==> src/rtl/pe_pkg.sv <==
// Shared constants and FSM state type for the PE column controller.
package pe_pkg;

  localparam int unsigned O_CH   = 64;
  localparam int unsigned WIDTH  = 14;
  localparam int unsigned RD_LAT = 1;

  typedef enum logic [2:0] {
    StIdle,
    StLoadW,
    StStream,
    StDrain,
    StDone
  } state_e;

endpackage

==> src/rtl/valid_delay.sv <==
// One-bit shift register that tracks which activation slots carry valid data
// while they ripple down the PE column. DEPTH must be at least 2.
module valid_delay #(
  parameter int unsigned DEPTH = 64
) (
  input  logic clk_in,
  input  logic rst_in,
  input  logic din,
  output logic dout,
  output logic any
);

  logic [DEPTH-1:0] sr_q;

  // Shift valid bits one PE per cycle; reset flushes every slot.
  always_ff @(posedge clk_in) begin
    if (rst_in) begin
      sr_q <= '0;
    end else begin
      sr_q <= {sr_q[DEPTH-2:0], din};
    end
  end

  assign dout = sr_q[DEPTH-1];
  assign any  = |sr_q;

endmodule

==> src/rtl/pe_column_ctrl.sv <==
// Control FSM for one systolic PE column: loads weights, streams activation
// reads, tracks result validity down the column and signals pass completion.
module pe_column_ctrl #(
  parameter int unsigned O_CH   = pe_pkg::O_CH,
  parameter int unsigned ADDR_W = 8,
  parameter int unsigned RD_LAT = pe_pkg::RD_LAT
) (
  input  logic              clk_in,
  input  logic              rst_in,
  input  logic              start_in,
  input  logic [ADDR_W-1:0] num_act_in,
  input  logic              stall_in,
  output logic              w_load_out,
  output logic              act_rd_en_out,
  output logic [ADDR_W-1:0] act_addr_out,
  output logic              act_valid_out,
  output logic              psum_valid_out,
  output logic [ADDR_W-1:0] psum_idx_out,
  output logic              busy_out,
  output logic              done_out
);

  import pe_pkg::*;

  state_e            state_q;
  logic [ADDR_W-1:0] addr_q;
  logic [ADDR_W-1:0] n_q;
  logic [ADDR_W-1:0] idx_q;
  logic [RD_LAT-1:0] rd_pipe_q;
  logic              rd_en;
  logic              act_valid;
  logic              psum_valid;
  logic              dl_any;
  logic              pipe_empty;

  // A stall suppresses the read in the same cycle, leaving a bubble.
  assign rd_en      = (state_q == StStream) && !stall_in;
  assign act_valid  = rd_pipe_q[RD_LAT-1];
  assign pipe_empty = !dl_any && (rd_pipe_q == '0);

  // Models the buffer read latency so act_valid lines up with returned data.
  always_ff @(posedge clk_in) begin
    if (rst_in) begin
      rd_pipe_q <= '0;
    end else begin
      rd_pipe_q[0] <= rd_en;
      for (int i = 1; i < RD_LAT; i++) begin
        rd_pipe_q[i] <= rd_pipe_q[i-1];
      end
    end
  end

  valid_delay #(
    .DEPTH (O_CH)
  ) u_valid_delay (
    .clk_in (clk_in),
    .rst_in (rst_in),
    .din    (act_valid),
    .dout   (psum_valid),
    .any    (dl_any)
  );

  // Pass sequencing plus address, N latch and result index counters.
  always_ff @(posedge clk_in) begin
    if (rst_in) begin
      state_q <= StIdle;
      addr_q  <= '0;
      n_q     <= '0;
      idx_q   <= '0;
    end else begin
      if (psum_valid) begin
        idx_q <= idx_q + 1'b1;
      end
      unique case (state_q)
        StIdle: begin
          if (start_in) begin
            addr_q  <= '0;
            idx_q   <= '0;
            n_q     <= num_act_in;
            state_q <= (num_act_in == '0) ? StDone : StLoadW;
          end
        end
        StLoadW: begin
          state_q <= StStream;
        end
        StStream: begin
          if (!stall_in) begin
            addr_q <= addr_q + 1'b1;
            if (addr_q == n_q - 1'b1) begin
              state_q <= StDrain;
            end
          end
        end
        StDrain: begin
          // Wait until no valid slot remains in flight anywhere.
          if (pipe_empty) begin
            state_q <= StDone;
          end
        end
        StDone: begin
          state_q <= StIdle;
        end
        default: begin
          state_q <= StIdle;
        end
      endcase
    end
  end

  assign w_load_out     = (state_q == StLoadW);
  assign act_rd_en_out  = rd_en;
  assign act_addr_out   = addr_q;
  assign act_valid_out  = act_valid;
  assign psum_valid_out = psum_valid;
  assign psum_idx_out   = idx_q;
  assign busy_out       = (state_q != StIdle);
  assign done_out       = (state_q == StDone);

endmodule

==> config.mk <==
export PLATFORM = sky130hd
export DESIGN_NAME = pe_column_ctrl
export DESIGN_NICKNAME = d
export VERILOG_FILES = /design/src/rtl/pe_pkg.sv /design/src/rtl/valid_delay.sv /design/src/rtl/pe_column_ctrl.sv
export SDC_FILE = /design/constraint.sdc
export NUM_CORES = 1
export LEC_CHECK = 0
export ABC_CLOCK_PERIOD_IN_PS = 1820
export CORE_ASPECT_RATIO = 0.5
export CORE_MARGIN = 2
export CORE_UTILIZATION = 55
export CTS_CLUSTER_SIZE = 20
export DETAILED_ROUTE_END_ITERATION = 6
export MAX_ROUTING_LAYER = met4
export PLACE_DENSITY = 0.87
export SLEW_MARGIN = 0
export SYNTH_ARGS = -nofsm -noshare
export SYNTH_HDL_FRONTEND = slang
export SYNTH_SLANG_ARGS = --single-unit
==> constraint.sdc <==
create_clock -name clk_in -period 1.82 [get_ports clk_in]
set_clock_uncertainty 0.05 [all_clocks]
set_input_delay 0.364 -clock clk_in [delete_from_list [all_inputs] [get_ports clk_in]]
set_output_delay 0.364 -clock clk_in [all_outputs]
set_load 0.05 [all_outputs]
==> impl_results.rst <==
.. list-table::
   :header-rows: 1

   * - Metric
     - Value
   * - Outcome
     - finished with violations
   * - Violated checks
     - design-rule violations
   * - Total global routing track utilization
     - 22.5%
   * - TritonCTS Buffers
     - 9
   * - Tightest Hold Check Type
     - flop to flop
   * - Peak Freq
     - 0.560 GHz
   * - Number of antenna violations at the first check in global routing
     - 0
   * - Port Buf Inserts
     - 33
   * - Maximum number of pins on one net before global-route repair
     - 33
   * - Maximum root-to-sink buffer count
     - 2
   * - Via count of the first global-routing pass
     - 2439
   * - Die span in x
     - 113 um
   * - Die H
     - 58.5 um
   * - Syn avg cell area
     - 9.83 um2
   * - Highest fanout seen on the critical path
     - 11
   * - Final global-route overflow total
     - 0
   * - Wire length of the first global-routing pass
     - 11.3 mm
   * - Post-cts hold buffer count
     - 0
   * - Via count
     - 2483
   * - Antenna violation net count after detailed routing
     - 0
   * - Worst Setup Path Type
     - flop to output pin
   * - Final Cycle Share
     - 98.0%
   * - Root buffer cell
     - sky130_fd_sc_hd__clkbuf_16
   * - Cell Int Power
     - 3.21 mW
   * - Longest individual stage delay on the worst path
     - 560 ps
   * - Placeable Area
     - 5610 um2
   * - CP endpoint kind
     - output pin
   * - Initial Utilization
     - 58.3%
   * - Area Overhead vs Synth
     - 24.6%
   * - Pin slew with the least headroom to its limit
     - 470 ps
   * - Number of synthesis warnings
     - 0
   * - Post-Syn Instances
     - 333
   * - Highest metal layer with signal wires
     - met4
   * - Number of distinct standard cells referenced by the synthesized netlist
     - 34
   * - Number of fill cells in the layout
     - 346
   * - Routed wire per std cell
     - 14.7 um
   * - Part of the total power dissipated in combinational logic
     - 10.8%
   * - Total Routed Length
     - 6.66 mm
   * - Worst supply voltage drop on vdd
     - 508 uV
   * - Number of inserted diodes
     - 0
   * - Routed length on met1
     - 2.97 mm
   * - # rows
     - 19
   * - Clock insertion delay at the later pin of the skew report
     - 340 ps
   * - Setup repair after global routing missed its margin
     - yes
   * - Iteration count of the initial detailed-routing pass
     - 7
   * - CTS tree
     - yes
   * - Share of total power consumed by net switching
     - 25.7%
   * - Min Tclk post-route
     - 1780 ps
   * - Detailed-placement wirelength estimate
     - 4.48 mm
   * - Pwr/cell area
     - 1060 nW/um2
   * - Reg2reg path depth
     - 7
   * - Syn_nets
     - 348
   * - Clock tree sinks
     - 92
   * - Final cell utilization of the core
     - 72.6%
   * - CP Data Arrival Time
     - 1370 ps
   * - Number of maximum-capacitance constraint violations
     - 0
   * - Metal2 WL
     - 3.31 mm
   * - Routability congestion estimate
     - 0.856
   * - Detailed-route vias per instance
     - 5.48
   * - Cell count after placement
     - 437
   * - Cell leakage power
     - 1.59 nW
   * - Power dissipated by switching net loads
     - 1.11 mW
   * - Part of the power in registers
     - 48.6%
   * - Layout cell share with drive strength beyond 1
     - 16.6%
   * - Critical-path cell list
     - nor3b_2, buf_12
   * - Worst path required time
     - 1410 ps
   * - Number of nets in the finished design
     - 390
   * - Clk network pwr share
     - 40.6%
   * - Seq/Total Area, Yosys
     - 56.3%
   * - Residual DRC
     - 1
   * - Count of endpoints failing setup in the final report
     - 0
   * - Count of placed standard cells in the final layout, fillers left out
     - 453
   * - Number of top-level pins
     - 34
   * - Die Area
     - 6620 um2
   * - Hold WS
     - 414 ps
   * - Instance count along the most critical hold path
     - 1
   * - Kind of start point of the critical path
     - flop
   * - Post-synthesis instance area
     - 3270 um2
   * - WL met3
     - 350 um
   * - Clock-pin slew on the worst setup and hold paths
     - 60 ps
   * - Number of hold-slack violations in the final timing report
     - 0
   * - Slowest cell on the critical path
     - sky130_fd_sc_hd__dfxtp_1
   * - Flip-flop and latch count after synthesis
     - 92
   * - H-tree level count
     - 3
   * - DRC violation total after the first TritonRoute iteration
     - 248
   * - Max Transition Viols Final
     - 0
   * - Worst slew margin
     - 68.6%
[final timing paths]
check                                             from                endpoint  slack, ps
worst max-delay path                        state_q[0]              w_load_out         40
worst min-delay path            u_valid_delay.sr_q[36]  u_valid_delay.sr_q[37]        410
worst max register to register                  n_q[0]              state_q[0]         40
worst min register to register  u_valid_delay.sr_q[36]  u_valid_delay.sr_q[37]        410
[critical path, delay by kind of cell, from the launching register on]
kind	cells	cell delay [ps]
buffers and inverters	1	170
flip-flops	1	560
AND/OR/NAND/NOR	1	310
[layout by cell type, fill, tap and decap left out, drive strengths merged, types with 10 or more instances in the layout]
cell and instances:
dfxtp 92, nor2b 64, buf 34, nor2 26
nand2 25, nor4 19, xnor2 14, a21oi 13
clkdlybuf4s50 10
[power groups by stage]
stage | registers (mW) | logic, mW | clock network (mW)
3_5_place_dp | 2.14 | 0.441 | 0
2_1_floorplan | 2.12 | 0.276 | 0
5_1_grt | 2.11 | 0.500 | 1.86
6_report | 2.10 | 0.468 | 1.75
4_1_cts | 2.09 | 0.459 | 1.78
3_3_place_gp | 2.13 | 0.426 | 0
[per-layer routing]
| layer | vias to the layer above | track usage, % |
|---|---|---|
| li1 | 1223 | - |
| met1 | 1189 | 26.8 |
| met2 | 67 | 37.2 |
| met3 | 4 | 7.11 |
| met4 | 0 | 7.32 |
| met5 | - | - |
[timing repair]
item                                    CTS  global route
endpoints found under the setup margin    3             3
pin swaps                                 0             4
resized for setup                         4             7
buffers inserted                          0             0
[flip-flops by register name (all words and copies together), names as in the netlist]
register            cells
n_q                     8
state_q                 3
psum_idx_out            8
act_valid_out           1
act_addr_out            8
u_valid_delay.sr_q     64
[per-stage QoR]
| stage | area (um2) | setup WS (ps) | power, mW | setup TNS, ps |
|---|---|---|---|---|
| floorplan | 3270 | -280 | 2.40 | -559 |
| global placement | 3740 | 50.7 | 2.56 | 0 |
| detailed placement | 3740 | -6.15 | 2.58 | -6.15 |
| CTS | 4050 | 9.38 | 4.33 | 0 |
| global route | 4080 | -54.5 | 4.47 | -135 |
| finish | 4080 | 35.8 | 4.32 | 0 |
[final cells by class]
cell class	instances	area [um2]	area share, %
sequential	92	1850	45.3
multi-input combinational	224	1400	34.4
timing repair buffer	44	428	10.5
clock buffer	9	225	5.53
tap	73	91.3	2.24
clock inverter	7	67.6	1.66
inverter	4	15.0	0.368
[cell usage after synthesis]
master                      n  area share, %
sky130_fd_sc_hd__buf_2      3           0.46
sky130_fd_sc_hd__a32o_1     1           0.31
sky130_fd_sc_hd__nor3_1     9            1.4
sky130_fd_sc_hd__clkbuf_1  10            1.1
sky130_fd_sc_hd__a211oi_2   1           0.38
sky130_fd_sc_hd__nand3b_1   1           0.23
sky130_fd_sc_hd__nand4_1    8            1.5
sky130_fd_sc_hd__a311o_1    1           0.31
sky130_fd_sc_hd__o211a_1    2           0.61
sky130_fd_sc_hd__mux2i_1    1           0.31
sky130_fd_sc_hd__or3_1      2           0.38
sky130_fd_sc_hd__xnor2_1   14            3.7
sky130_fd_sc_hd__xor2_1     9            2.4
sky130_fd_sc_hd__nor3b_2    1           0.38
sky130_fd_sc_hd__nor2b_1   64             12
sky130_fd_sc_hd__ha_1       3            1.1
sky130_fd_sc_hd__a32oi_1    1           0.27
sky130_fd_sc_hd__a31oi_1    1           0.19
sky130_fd_sc_hd__o21ai_1    1           0.15
sky130_fd_sc_hd__a41oi_1    1           0.27
sky130_fd_sc_hd__nand2b_1   2           0.38
sky130_fd_sc_hd__and3_1     4           0.76
sky130_fd_sc_hd__dfxtp_1   92             56
sky130_fd_sc_hd__or4_1      1           0.23
sky130_fd_sc_hd__nor4_1    19            3.6
sky130_fd_sc_hd__a21oi_1   13            2.0
sky130_fd_sc_hd__o211ai_1   1           0.23
sky130_fd_sc_hd__o21ai_0    2           0.31
sky130_fd_sc_hd__nand3_1    7            1.1
sky130_fd_sc_hd__o41ai_2    1           0.50
sky130_fd_sc_hd__nor2_1    26            3.0
sky130_fd_sc_hd__nand2_1   25            2.9
sky130_fd_sc_hd__nor3b_1    2           0.46
sky130_fd_sc_hd__inv_1      4           0.46
[logic make-up after synthesis]
family / after synthesis / synth area share (%)
simple gates: 171 / 28.5
buf+inv: 17 / 2.06
compound gates: 26 / 5.51
fa+ha+maj: 3 / 1.15
mux: 1 / 0.306
flops: 92 / 56.3
xor+xnor: 23 / 6.16
No activity file was read; power rests on OpenSTA's default activity.
